==> src/rtl/gb_interrupt_ctrl.sv <==
// rtl/gb_interrupt_ctrl.sv - SM83 interrupt controller: IF/IE/IME, priority arbitration, req/ack dispatch, HALT wake
module gb_interrupt_ctrl #(
  parameter logic [15:0] IF_ADDR = 16'hFF0F,
  parameter logic [15:0] IE_ADDR = 16'hFFFF,
  parameter int          NUM_SRC = 5
) (
  input  logic                clk,
  input  logic                rst_n,
  input  logic [NUM_SRC-1:0]  src_pulse,
  input  logic [15:0]         bus_addr,
  input  logic [7:0]          bus_wdata,
  input  logic                bus_we,
  input  logic                bus_re,
  output logic [7:0]          bus_rdata,
  output logic                bus_hit,
  input  logic                ei_pulse,
  input  logic                di_pulse,
  input  logic                reti_pulse,
  input  logic                instr_done,
  output logic                irq_req,
  input  logic                irq_ack,
  output logic [15:0]         irq_vector,
  output logic                irq_vec_valid,
  output logic                wake,
  output logic                ime
);

  typedef enum logic [1:0] {
    ST_IDLE = 2'd0,
    ST_REQ  = 2'd1,
    ST_VEC  = 2'd2
  } state_t;

  state_t               state_q, state_d;
  logic [NUM_SRC-1:0]   if_q, if_d;
  logic [7:0]           ie_q, ie_d;
  logic                 ime_q, ime_d;
  logic                 ime_pend_q, ime_pend_d;
  logic [7:0]           rdata_q, rdata_d;
  logic                 hit_q, hit_d;
  logic [15:0]          vector_q, vector_d;

  logic [NUM_SRC-1:0]   pending;
  logic [NUM_SRC-1:0]   if_clr;
  logic [NUM_SRC-1:0]   if_set;
  logic [2:0]           k_idx;
  logic                 k_found;
  logic                 ack_take;
  logic                 wr_if;
  logic                 wr_ie;

  assign pending       = if_q & ie_q[NUM_SRC-1:0];
  assign wake          = |pending;
  assign ime           = ime_q;
  assign irq_req       = (state_q == ST_REQ);
  assign irq_vec_valid = (state_q == ST_VEC);
  assign irq_vector    = vector_q;
  assign bus_rdata     = rdata_q;
  assign bus_hit       = hit_q;

  // Next-state for registers, IME sequencing and the dispatch FSM
  always_comb begin
    state_d    = state_q;
    if_d       = if_q;
    ie_d       = ie_q;
    ime_d      = ime_q;
    ime_pend_d = ime_pend_q;
    rdata_d    = 8'h00;
    hit_d      = 1'b0;
    vector_d   = 16'h0000;
    if_clr     = '0;
    if_set     = '0;
    k_idx      = 3'd0;
    k_found    = 1'b0;
    ack_take   = 1'b0;
    wr_if      = bus_we && (bus_addr == IF_ADDR);
    wr_ie      = bus_we && (bus_addr == IE_ADDR);

    // Lowest set bit wins; scanning downward leaves the lowest index last
    for (int i = NUM_SRC - 1; i >= 0; i--) begin
      if (pending[i]) begin
        k_idx   = 3'(i);
        k_found = 1'b1;
      end
    end

    case (state_q)
      ST_IDLE: begin
        if (ime_q && (|pending)) state_d = ST_REQ;
      end
      ST_REQ: begin
        if (!ime_q) begin
          state_d = ST_IDLE;
        end else if (irq_ack) begin
          ack_take = 1'b1;
          state_d  = ST_VEC;
          if (k_found) begin
            vector_d = 16'h0040 + {10'd0, k_idx, 3'b000};
            if_clr   = NUM_SRC'(1) << k_idx;
          end
        end
      end
      ST_VEC: begin
        state_d = ST_IDLE;
      end
      default: state_d = ST_IDLE;
    endcase

    // A CPU write replaces IF; the incoming pulse is OR-ed in last so a set always wins
    if (wr_if) begin
      if_clr = if_clr | ~bus_wdata[NUM_SRC-1:0];
      if_set = bus_wdata[NUM_SRC-1:0];
    end
    if_d = (if_q & ~if_clr) | if_set | src_pulse;

    if (wr_ie) ie_d = bus_wdata;

    // IME: delayed EI, immediate RETI, dispatch clears, DI overrides everything
    if (ime_pend_q && instr_done) begin
      ime_d      = 1'b1;
      ime_pend_d = 1'b0;
    end
    if (ei_pulse)   ime_pend_d = 1'b1;
    if (reti_pulse) ime_d      = 1'b1;
    if (ack_take)   ime_d      = 1'b0;
    if (di_pulse) begin
      ime_d      = 1'b0;
      ime_pend_d = 1'b0;
    end

    if (bus_re && (bus_addr == IF_ADDR)) begin
      rdata_d = {{(8 - NUM_SRC){1'b1}}, if_q};
      hit_d   = 1'b1;
    end else if (bus_re && (bus_addr == IE_ADDR)) begin
      rdata_d = ie_q;
      hit_d   = 1'b1;
    end
  end

  // State register with synchronous active-low reset
  always_ff @(posedge clk) begin
    if (!rst_n) begin
      state_q    <= ST_IDLE;
      if_q       <= '0;
      ie_q       <= 8'h00;
      ime_q      <= 1'b0;
      ime_pend_q <= 1'b0;
      rdata_q    <= 8'h00;
      hit_q      <= 1'b0;
      vector_q   <= 16'h0000;
    end else begin
      state_q    <= state_d;
      if_q       <= if_d;
      ie_q       <= ie_d;
      ime_q      <= ime_d;
      ime_pend_q <= ime_pend_d;
      rdata_q    <= rdata_d;
      hit_q      <= hit_d;
      vector_q   <= vector_d;
    end
  end

endmodule

==> config.mk <==
export PLATFORM = sky130hd
export DESIGN_NAME = gb_interrupt_ctrl
export DESIGN_NICKNAME = d
export VERILOG_FILES = /design/src/rtl/gb_interrupt_ctrl.sv
export SDC_FILE = /design/constraint.sdc
export NUM_CORES = 1
export LEC_CHECK = 0
export ABC_CLOCK_PERIOD_IN_PS = 4000
export CELL_PAD_IN_SITES_DETAIL_PLACEMENT = 1
export CELL_PAD_IN_SITES_GLOBAL_PLACEMENT = 1
export CORE_ASPECT_RATIO = 0.75
export CORE_MARGIN = 2
export CORE_UTILIZATION = 31
export DETAILED_ROUTE_END_ITERATION = 16
export PLACE_DENSITY_LB_ADDON = 0.1
export SLEW_MARGIN = 5
export SYNTH_ARGS = -nofsm -noshare
export SYNTH_HDL_FRONTEND = slang
export SYNTH_SLANG_ARGS = --single-unit
==> constraint.sdc <==
create_clock -name clk -period 4 [get_ports clk]
set_input_delay 1 -clock clk [delete_from_list [all_inputs] [get_ports clk]]
set_output_delay 1 -clock clk [all_outputs]
set_load 0.01 [all_outputs]
[Word-level counts from Yosys, hierarchy flattened]
Cells that the tools add are included.
Storage, ports and cells
  input bits: 38
  bits in registers: 42
  output and inout bits: 29
  logic and storage cells: 69
Operators by class
  bitwise logic cells: 8
  equality and inequality tests: 6
  reduce and logical (&&, ||, !) cells: 14
  muxes and demuxes: 31
  shift-type cells: 1
  add/sub/neg operators: 1
Operators with widths (number)
  16-bit equality test (second input constant): 2
  5-bit 2-to-1 mux: 6
  8-bit 2-to-1 mux: 2
  3-bit 2-to-1 mux: 5
  5-bit OR: 3
  1-bit 2-to-1 mux: 14
  5-bit AND: 2
  5-bit inverter: 2
  7-bit by 6-bit adder with 8-bit output (first input constant): 1
  1-bit logical AND: 6
  2-bit 2-to-1 mux: 3
  5-bit AND reduction: 1
  5-bit OR reduction: 1
  1-bit by 3-bit << shifter with 5-bit output (first input constant): 1
  2-bit one-hot mux with 2 select lines: 1
  2-bit nonzero test: 2
  3-bit inequality test (second input constant): 1
  3-bit OR reduction: 1
  2-bit by 1-bit equality test with 1-bit output (second input constant): 1
  2-bit equality test (second input constant): 1
  2-bit zero test: 1
  2-bit inequality test (second input constant): 1
  2-bit AND reduction: 1
  2-bit OR reduction: 1
  1-bit inverter: 1

[Longest topological paths before layout]
Gate-level depths: netlist of run 1.
  depth in word-level cells: 17
  gate-level depth with buffers: 5
  mapped depth without buffers: 4

[Worst setup path after synthesis of run 1]
No wires, ideal clock.
  path type: input-to-reg
  start: input port bus_addr[13]
  end: register if_q[2]
  required time: 3.877 ns
  buffers on the path: 1
  library setup time: 0.123 ns
  path slack: 1.835 ns
  stages on the path: 5
  arrival: 2.042 ns
  cells stage by stage: nand4_4 -> or4_4 -> buf_6 -> o41ai_2 -> nor2_1
Between the ends
  cells in the longest elaborated chain, start to end: 7
  elaborated cells on any way between the ends: 8
  classes of those cells: eq/ne (1); mux (2); bitwise (4); reduce/logical (1)
RTL lines
  start, declared: RTL line 10  | input logic [15:0] bus_addr,
  16-bit equality test *: RTL line 76  | wr_if = bus_we && (bus_addr == IF_ADDR);
  1-bit logical AND *: RTL line 76
  5-bit 2-to-1 mux: RTL line 110  | if (wr_if) begin
  5-bit inverter: RTL line 114  | if_d = (if_q & ~if_clr) | if_set | src_pulse;
  5-bit AND: RTL line 114
  5-bit OR * (2 in series): RTL line 114
  end signal, assigned: RTL line 153  | if_q <= if_d;
  end, declared: RTL line 35  | logic [NUM_SRC-1:0] if_q, if_d;
Every way passes the cells marked *; elsewhere a longest branch is shown, timed or not.
A chain may end at the register's enable or synchronous reset.

[Final worst setup path of run 1]
  start: register ie_q[1]
  end: output port wake
Between the ends
  cells in the longest elaborated chain, start to end: 2
RTL lines
  start, declared: RTL line 36  | logic [7:0] ie_q, ie_d;
  start signal, assigned: RTL line 154  | ie_q <= ie_d;
  5-bit AND: RTL line 52  | assign pending = if_q & ie_q[NUM_SRC-1:0];
  5-bit OR reduction: RTL line 53  | assign wake = |pending;
  end, declared: RTL line 24  | output logic wake,
Every way passes these cells.

==> impl_metrics.ini, run 1 <==
[run_status]
outcome = completed

[die]
die_w_microns = 81.6
design.die.area_sq_um = 5080
core_region_area_sq_um = 4410
rows = 21
number_of_i_o_pins = 67
start_util = 0.317
die-height_microns = 62.2

[global_routing]
groute.usage.overall = 0.169
number_of_antenna_violations_at_the_first_check_in_global_routing = 0
first_global_vias = 1346
grt_overflow_total = 0
grt_max_degree = 19
grt_pass1_wl_mm = 6.55

[sta]
hold_ws_ps = 479
final_max_slew_viol_count = 0
fin_crit_ps = 2860
max_slew.worst_pin.slew_ps = 814
max-slew-margin-rel = 0.452
tns_ps = 0
final_min_period_over_clock_period = 0.715
fmaxAchievable_ghz = 0.350
fin_worst_skew_ps = 2.65
grt_setup_unrepaired = false
setup-violations-final = 0
final_hold_viol_count = 0

[logic_synthesis]
syn_area_sq_um = 1400
synth_warnings = 0
post_synth_num_cell_types = 35
synth_area_per_cell_sq_um = 9.22
register_bit_total_from_synthesis = 30
postSynth.asyncResetShare = 0
synth_seq_area_share = 0.429
synthDominantCellAreaShare = 0.429
synth_flop_cell = sky130_fd_sc_hd__dfxtp_1
netlist_instances = 152
synth_enable_flop_cells = 0
synth.largest_area_cell = sky130_fd_sc_hd__dfxtp_1
largest_cells_by_area_after_synthesis = sky130_fd_sc_hd__dfxtp_1 (43%), sky130_fd_sc_hd__buf_4 (6.4%), sky130_fd_sc_hd__nand3_1 (4.3%)

[finish]
final-seq-area_sq_um = 601
mostFrequentLayoutCell = sky130_fd_sc_hd__clkdlybuf4s50_1
layout-drive-gt1-share = 0.0825
num-fill-cells = 539
final_design_utilization = 0.461
multi_input_area_sq_um = 708
fin_area_sq_um = 2030
num_antenna_cells = 0
flow.area_growth_from_synthesis_pct = 45.2
layout_common_cells = sky130_fd_sc_hd__clkdlybuf4s50_1 (54), sky130_fd_sc_hd__dfxtp_1 (30), sky130_fd_sc_hd__nor2_1 (14), sky130_fd_sc_hd__nand3_1 (12), sky130_fd_sc_hd__conb_1 (12)
design.final.nets = 243

[placement]
placed_area_sq_um = 1940
portBuffers = 54
place.gp.congestion = 0.780
detailed_place_hpwl_mm = 3.17

[route]
avgViaCountPerCell = 5.07
via_count = 1333
drt.antenna.violating_nets = 0
route.detailed.drc = 0
first_iter_violations = 53
route.final.wire_length_mm = 4.04
drt_pre_antenna_iters = 4
wire_per_inst_microns = 15.3

[power_and_ir_drop]
ir_drop_mv = 0.148
power_density_nw_per_um2 = 311
power_leakage_nw = 0.688

[flow_run]
count_of_max_cap_constraint_violations = 0

[clock_network]
postCtsHoldBufs = 0
cts_root_buf = sky130_fd_sc_hd__clkbuf_8
clock_sinks = 30
clk-insertion-delay-late_ps = 270
post_cts_resized = 0
clk_pin_slew_worst_setup_hold_paths_ps = 70
cts_tree = built
clock_buffer_count_from_cts = 5
htree_num_levels = 2
cts.path.max_buffers = 2
cts_setup_buffers = 0

[setup_path]
timing.setup.critical_path_class = reg2out
critical_path_arrival_ps = 1860
crit_fanout = 6
critPathRequiredTime_ps = 3000
critical_path.startpoint_type = flip-flop
cp-end-kind = primary output

[min_path]
hp-class = reg2reg
[synthesized netlist by cell type, types with 5 or more instances]
cell type / n
sky130_fd_sc_hd__a21boi_1: 7
sky130_fd_sc_hd__o21ai_0: 8
sky130_fd_sc_hd__clkbuf_1: 6
sky130_fd_sc_hd__a21oi_1: 5
sky130_fd_sc_hd__dfxtp_1: 30
sky130_fd_sc_hd__nor2_1: 14
sky130_fd_sc_hd__buf_4: 12
sky130_fd_sc_hd__nand4_1: 5
sky130_fd_sc_hd__nand3_1: 12
sky130_fd_sc_hd__nand2_1: 6
sky130_fd_sc_hd__a22oi_1: 7
[sequential cells by signal (all words and copies together) (netlist names)]
name / count
if_q: 5
ime: 1
ie_q: 8
bus_rdata: 8
irq_vector: 4
ime_pend_q: 1
bus_hit: 1
state_q: 2
[worst paths after layout]
check | startpoint | endpoint | slack (ps) | depth (start not counted)
worst min register to register | ie_q[5] | ie_q[5] | 480 | 2
worst max register to register | ie_q[1] | irq_vector[3] | 2470 | 4
worst max-delay path | ie_q[1] | wake | 1140 | 3
worst min-delay path | ie_q[5] | ie_q[5] | 480 | 2
[where the power goes]
group | internal [W] | leakage [nW] | switching [W]
clock | 0.000138 | 0.0472 | 0.000114
sequential | 0.000303 | 0.244 | 0.00000485
combinational | 0.0000419 | 0.398 | 0.0000296
[logic make-up (layout without fill, tap and decap cells)]
group | Yosys count | count (layout) | synth area share
buf+inv | 23 | 66 | 0.100
flops | 30 | 30 | 0.429
simple gates | 55 | 55 | 0.240
other cells | 1 | 12 | 0.00268
compound gates | 43 | 43 | 0.229
[critical path: stages (launching register included)]
cell and delay (ps):
sky130_fd_sc_hd__dfxtp_1 350, sky130_fd_sc_hd__a22oi_1 480, sky130_fd_sc_hd__nand3_1 230, sky130_fd_sc_hd__clkdlybuf4s50_1 530
[layer usage]
layer | up-vias | track usage | share of wire
li1 | 646 | - | -
met1 | 647 | 0.234 | 0.48
met2 | 34 | 0.257 | 0.47
met3 | 6 | 0.0451 | 0.038
met4 | 0 | 0.0479 | 0.013
met5 | - | 0 | 0
[cell type report]
| cell class | count | area share |
|---|---|---|
| clock inverter | 2 | 0.00615 |
| sequential | 30 | 0.295 |
| timing repair buffer | 55 | 0.269 |
| clock buffer | 6 | 0.0406 |
| multi-input combinational | 110 | 0.348 |
| tap | 57 | 0.0351 |
| inverter | 3 | 0.00554 |
[per-stage QoR]
| stage | cells | total power (W) | worst slack, ps |
|---|---|---|---|
| 6_report | 263 | 0.000632 | 1140 |
| 2_1_floorplan | 163 | 0.000345 | 1830 |
| 3_3_place_gp | 255 | 0.000384 | 1270 |
| 4_1_cts | 263 | 0.000640 | 1160 |
| 5_1_grt | 263 | 0.000663 | 1050 |
| 3_5_place_dp | 255 | 0.000386 | 1190 |
Power figures use the tool's default switching activity.
==> run 2: changes to the inputs <==
--- a/config.mk
+++ b/config.mk
@@ -5,12 +5,12 @@
 export SDC_FILE = /design/constraint.sdc
 export NUM_CORES = 1
 export LEC_CHECK = 0
-export ABC_CLOCK_PERIOD_IN_PS = 4000
+export ABC_CLOCK_PERIOD_IN_PS = 2600
 export CELL_PAD_IN_SITES_DETAIL_PLACEMENT = 1
 export CELL_PAD_IN_SITES_GLOBAL_PLACEMENT = 1
 export CORE_ASPECT_RATIO = 0.75
 export CORE_MARGIN = 2
-export CORE_UTILIZATION = 31
+export CORE_UTILIZATION = 26
 export DETAILED_ROUTE_END_ITERATION = 16
 export PLACE_DENSITY_LB_ADDON = 0.1
 export SLEW_MARGIN = 5
==> constraint.sdc (replaced) <==
create_clock -name clk -period 2.6 [get_ports clk]
set_input_delay 0.65 -clock clk [delete_from_list [all_inputs] [get_ports clk]]
set_output_delay 0.65 -clock clk [all_outputs]
set_load 0.01 [all_outputs]
==> run 2 against run 1 <==
Compared with the run above:
- total power is 53% higher
- sequential cell count stayed put
- clock skew is 1.7 ps lower
- critical path type unchanged
- critical endpoint unchanged
- largest power group unchanged
==> impl_metrics.ini, run 2 (synthesis gave the netlist of run 1 again) <==
[run_status]
outcome = completed

[power_and_ir_drop]
switching_share = 0.229
p_switching_w = 0.000222
power.share.sequential = 0.490
p_clk_frac = 0.393
power_leakage_nw = 0.714
power_density_nw_per_um2 = 463
power_report.internal_total_w = 0.000746
ir_drop_mv = 0.127
combinationalPowerShare = 0.117

[route]
route.detailed.drc = 0
via_count = 1349
drt_pre_antenna_iters = 4
route.final.wire_length_mm = 4.31
wire_per_inst_microns = 15.1
first_iter_violations = 23
drt.antenna.violating_nets = 0
avgViaCountPerCell = 4.72

[placement]
detailed_place_hpwl_mm = 3.34
numPlacedInstances = 278
place.gp.congestion = 0.772
portBuffers = 54

[die]
start_util = 0.266
core_region_area_sq_um = 5270
die_w_microns = 88.8
rows = 23
die-height_microns = 67.6
design.die.area_sq_um = 6000
number_of_i_o_pins = 67

[setup_path]
critical_path.cell_chain = a22oi_1 > nand3_1 > clkdlybuf4s50_1
timing.setup.critical_path_class = reg2out
worstRegToRegCells = 4
crit_fanout = 5
critPathRequiredTime_ps = 1950
cp-end-kind = primary output
worstReg2RegStart = ime
rr_endpoint = if_q[4]
critical_path_arrival_ps = 1690
critPathTopFamily = buffers and inverters
r2r_setup_slack_ps = 1130
max_stage_delay_ps = 510
critical_path.startpoint_type = flip-flop
cpMaxStageDelayCell = sky130_fd_sc_hd__clkdlybuf4s50_1
timing.critical_path.buf_inv = 1

[clock_network]
cts_setup_buffers = 0
cts.path.max_buffers = 2
post_cts_resized = 0
clock_buffer_count_from_cts = 5
cts_root_buf = sky130_fd_sc_hd__clkbuf_8
clk-insertion-delay-late_ps = 280
postCtsHoldBufs = 0
clock_sinks = 30
cts_tree = built
htree_num_levels = 2
clk_pin_slew_worst_setup_hold_paths_ps = 60

[sta]
final_min_period_over_clock_period = 0.898
setup-violations-final = 0
tns_ps = 0
fin_crit_ps = 2340
final_max_slew_viol_count = 0
max_slew.worst_pin.slew_ps = 575
fmaxAchievable_ghz = 0.428
final_hold_viol_count = 0
fin_worst_skew_ps = 0.958
max-slew-margin-rel = 0.614
grt_setup_unrepaired = false

[flow_run]
count_of_max_cap_constraint_violations = 0

[finish]
layout_common_cells = sky130_fd_sc_hd__clkdlybuf4s50_1 (54), sky130_fd_sc_hd__dfxtp_1 (30), sky130_fd_sc_hd__nor2_1 (14), sky130_fd_sc_hd__nand3_1 (12), sky130_fd_sc_hd__conb_1 (12)
flow.area_growth_from_synthesis_pct = 49.2
num_antenna_cells = 0
design.final.nets = 248
mostFrequentLayoutCell = sky130_fd_sc_hd__clkdlybuf4s50_1
stdcell_count = 286
layout-drive-gt1-share = 0.0995

[global_routing]
grt_max_degree = 17
grt_pass1_wl_mm = 6.93
grt_overflow_total = 0
number_of_antenna_violations_at_the_first_check_in_global_routing = 0
first_global_vias = 1399
groute.usage.overall = 0.155

[min_path]
hold-path-cell-count = 2
hp-class = reg2reg
hold_path_startpoint = ie_q[5]
whs_endpoint = ie_q[5]
## run 2: cell count changes in the layout (fill, tap and decap cells not counted)
cell | before | now
sky130_fd_sc_hd__clkinvlp_4 | 1 | 0
sky130_fd_sc_hd__clkbuf_1 | 0 | 1
sky130_fd_sc_hd__buf_4 | 1 | 6
## run 2: per-stage QoR
| step | total power [W] | instance area, sq um | utilization | worst slack (ps) | hold slack [ps] |
|---|---|---|---|---|---|
| 6_report | 0.000968 | 2090 | 0.397 | 265 | 474 |
| 3_5_place_dp | 0.000597 | 2000 | 0.380 | 185 | 471 |
| 3_3_place_gp | 0.000594 | 2000 | 0.380 | 209 | 461 |
| 4_1_cts | 0.000983 | 2090 | 0.397 | 226 | 480 |
| 5_1_grt | 0.00101 | 2090 | 0.397 | 147 | 496 |
| 2_1_floorplan | 0.000531 | 1440 | - | 785 | 449 |
## run 2: area by class of cell
class                           count  area (sq um)
Clock buffer                        7          86.3
Clock inverter                      1          5.00
Fill cell                         623          3180
Inverter                            3          11.3
Multi-Input combinational cell    110           708
Sequential cell                    30           601
Tap cell                           75          93.8
Timing Repair Buffer               60           586
## run 2: how the worst max path moves through the flow
stage | start | to | slack (ps) | cells after the start
floorplan | bus_addr[13] | if_q[2] | 780 | 5
global placement | bus_addr[13] | if_q[1] | 210 | 5
detailed placement | bus_addr[8] | ie_q[0] | 190 | 5
CTS | ie_q[3] | wake | 230 | 3
global route | ie_q[3] | wake | 150 | 3
finish | ie_q[3] | wake | 260 | 3
## run 2: layer usage
metal / GRT usage / part of all wire / up-vias / wire [microns]
met5: 0 / 0 / - / 0
met4: 0.0568 / 0.015 / 0 / 65
met3: 0.0403 / 0.048 / 6 / 209
met2: 0.249 / 0.46 / 42 / 1970
met1: 0.200 / 0.48 / 646 / 2070
li1: - / - / 655 / -
## run 2: worst min-delay path, stage by stage, from the launching register on
cell	delay, ps
sky130_fd_sc_hd__dfxtp_1	310
sky130_fd_sc_hd__o21ai_0	60
sky130_fd_sc_hd__a21boi_1	60
## run 2: power groups by stage
stage | Clock, W | Sequential, W | Combinational (W)
floorplan | 0 | 0.000482 | 0.0000488
global placement | 0 | 0.000484 | 0.000110
detailed placement | 0 | 0.000484 | 0.000113
CTS | 0.000396 | 0.000474 | 0.000113
global route | 0.000415 | 0.000475 | 0.000122
finish | 0.000381 | 0.000474 | 0.000113
==> run 3: changes to the inputs <==
--- a/config.mk
+++ b/config.mk
@@ -5,13 +5,14 @@
 export SDC_FILE = /design/constraint.sdc
 export NUM_CORES = 1
 export LEC_CHECK = 0
-export ABC_CLOCK_PERIOD_IN_PS = 2600
+export ABC_CLOCK_PERIOD_IN_PS = 2300
 export CELL_PAD_IN_SITES_DETAIL_PLACEMENT = 1
 export CELL_PAD_IN_SITES_GLOBAL_PLACEMENT = 1
 export CORE_ASPECT_RATIO = 0.75
 export CORE_MARGIN = 2
-export CORE_UTILIZATION = 26
+export CORE_UTILIZATION = 29
 export DETAILED_ROUTE_END_ITERATION = 16
+export MAX_ROUTING_LAYER = met4
 export PLACE_DENSITY_LB_ADDON = 0.1
 export SLEW_MARGIN = 5
 export SYNTH_ARGS = -nofsm -noshare
==> constraint.sdc (replaced) <==
create_clock -name clk -period 2.3 [get_ports clk]
set_input_delay 0.575 -clock clk [delete_from_list [all_inputs] [get_ports clk]]
set_output_delay 0.575 -clock clk [all_outputs]
set_load 0.01 [all_outputs]
==> run 3 against run 2 <==
Compared with the run above:
- die area down 9.8%
- clock-buffer cell count down 1
- combinational power up 16%
- cell area up 2.0%
- clock power up 43%
- hold slack better by 14 ps
- via count up 2.2%
- sequential cell count unchanged
- core utilization up 7.2 points
- routed wire length down 0.46%
- global-route usage up 2.2 points
- first-iteration DRC count rose to 4.6 times the previous value
- critical path type unchanged
==> impl_metrics.ini, run 3 (synthesis gave the netlist of run 1 again) <==
[run_status]
outcome = completed

[sta]
post-route-worst-setup-slack_ps = 142
final_min_period_over_clock_period = 0.938
fin_crit_ps = 2160
final_hold_viol_count = 0
final_max_slew_viol_count = 0
fin_worst_skew_ps = 2.88
grt_setup_unrepaired = false
fmaxAchievable_ghz = 0.463
setup-violations-final = 0

[die]
start_util = 0.308
die_w_microns = 84.3
number_of_i_o_pins = 67
rows = 21
core_region_area_sq_um = 4550
design.die.area_sq_um = 5410
die-height_microns = 64.2

[finish]
flow.area_growth_from_synthesis_pct = 52.1
num_antenna_cells = 0
mostFrequentLayoutCell = sky130_fd_sc_hd__clkdlybuf4s50_1
num-fill-cells = 532
layout_common_cells = sky130_fd_sc_hd__clkdlybuf4s50_1 (54), sky130_fd_sc_hd__dfxtp_1 (30), sky130_fd_sc_hd__nor2_1 (14), sky130_fd_sc_hd__nand3_1 (12), sky130_fd_sc_hd__conb_1 (12)
layout-drive-gt1-share = 0.126
stdcell_count = 272
design.final.nets = 253

[clock_network]
clk_pin_slew_worst_setup_hold_paths_ps = 60
htree_num_levels = 2
cts.path.max_buffers = 2
clock_sinks = 30
cts_root_buf = sky130_fd_sc_hd__clkbuf_8
post_cts_resized = 0
postCtsHoldBufs = 0
cts_tree = built
clk-insertion-delay-late_ps = 290
cts_setup_buffers = 0
clock_buffer_count_from_cts = 5

[placement]
place.gp.congestion = 0.796
portBuffers = 54
numPlacedInstances = 265
post-place-ws_ps = -0.859
detailed_place_hpwl_mm = 3.33

[setup_path]
worstRegToRegCells = 4
r2r_setup_slack_ps = 870
crit_fanout = 5
cp-end-kind = primary output
critical_path_arrival_ps = 1580
timing.setup.critical_path_class = reg2out
rr_endpoint = if_q[4]
critPathRequiredTime_ps = 1730
worstReg2RegStart = ime
critical_path.startpoint_type = flip-flop

[power_and_ir_drop]
ir_drop_mv = 0.264
power_leakage_nw = 0.746
power_density_nw_per_um2 = 568

[route]
avgViaCountPerCell = 5.07
drt.antenna.violating_nets = 0
via_count = 1379
wire_per_inst_microns = 15.8
route.detailed.drc = 0
drt_pre_antenna_iters = 4
route.final.wire_length_mm = 4.29
first_iter_violations = 106

[global_routing]
first_global_vias = 1430
grt_pass1_wl_mm = 7.13
number_of_antenna_violations_at_the_first_check_in_global_routing = 0
grt_max_degree = 17
grt_overflow_total = 0
groute.usage.overall = 0.177

[min_path]
hold-path-cell-count = 2
hp-class = reg2reg
hold_path_startpoint = ie_q[5]
whs_endpoint = ie_q[5]

[flow_run]
count_of_max_cap_constraint_violations = 0
[run 3: cell types whose count changed in the layout (fill, tap and decap cells not counted)]
cell	delta
sky130_fd_sc_hd__clkbuf_1	-1
sky130_fd_sc_hd__buf_4	+5
sky130_fd_sc_hd__clkinv_2	-1
sky130_fd_sc_hd__a22oi_1	-1
sky130_fd_sc_hd__a22oi_2	+1
sky130_fd_sc_hd__bufinv_16	+1
[run 3: area by class of cell]
type / count / area, sq um / area share
flip-flops and latches: 30 / 601 / 0.282
clock inverters: 1 / 30.0 / 0.0141
multi-input cells: 110 / 713 / 0.335
repair buffers: 65 / 623 / 0.292
well taps: 57 / 71.3 / 0.0335
inverters: 3 / 11.3 / 0.00528
clock buffers: 6 / 82.6 / 0.0387
[run 3: stage by stage]
step / total power [W] / area [sq um] / hold slack [ps] / utilization / setup TNS, ps
2_1_floorplan: 0.000600 / 1440 / 449 / - / 0
3_3_place_gp: 0.000674 / 2010 / 461 / 0.443 / 0
3_5_place_dp: 0.000678 / 2010 / 474 / 0.443 / -0.859
4_1_cts: 0.00123 / 2130 / 485 / 0.468 / 0
5_1_grt: 0.00126 / 2130 / 505 / 0.469 / 0
6_report: 0.00121 / 2130 / 488 / 0.469 / 0
[run 3: report_power, final]
part | total, W | switching, W | internal, W
Combinational | 0.000131 | 0.0000528 | 0.0000781
Sequential | 0.000536 | 0.00000884 | 0.000528
Clock | 0.000544 | 0.000198 | 0.000346
[run 3: worst max-delay path by stage]
stage,from,to,cells past startpoint
after CTS,ie_q[3],wake,3
after detailed placement,bus_addr[13],ie_q[2],5
after global placement,bus_addr[13],bus_hit,6
after global routing,if_q[3],wake,3
final,ie_q[2],wake,3
after floorplan,bus_addr[13],if_q[2],5
[run 3: worst max-delay path, stage by stage (launching register included)]
cell	delay, ps
sky130_fd_sc_hd__dfxtp_1	370
sky130_fd_sc_hd__a22oi_2	270
sky130_fd_sc_hd__nand3_1	160
sky130_fd_sc_hd__clkdlybuf4s50_1	500
[run 3: per-layer routing]
metal  up-vias  routed length, microns  track usage  share of wire
li1        661                       -            -              -
met1       668                    2010        0.220           0.47
met2        46                    2020        0.280           0.47
met3         4                     229       0.0581          0.053
met4         0                      30       0.0423         0.0070
met5         -                       0            -              0
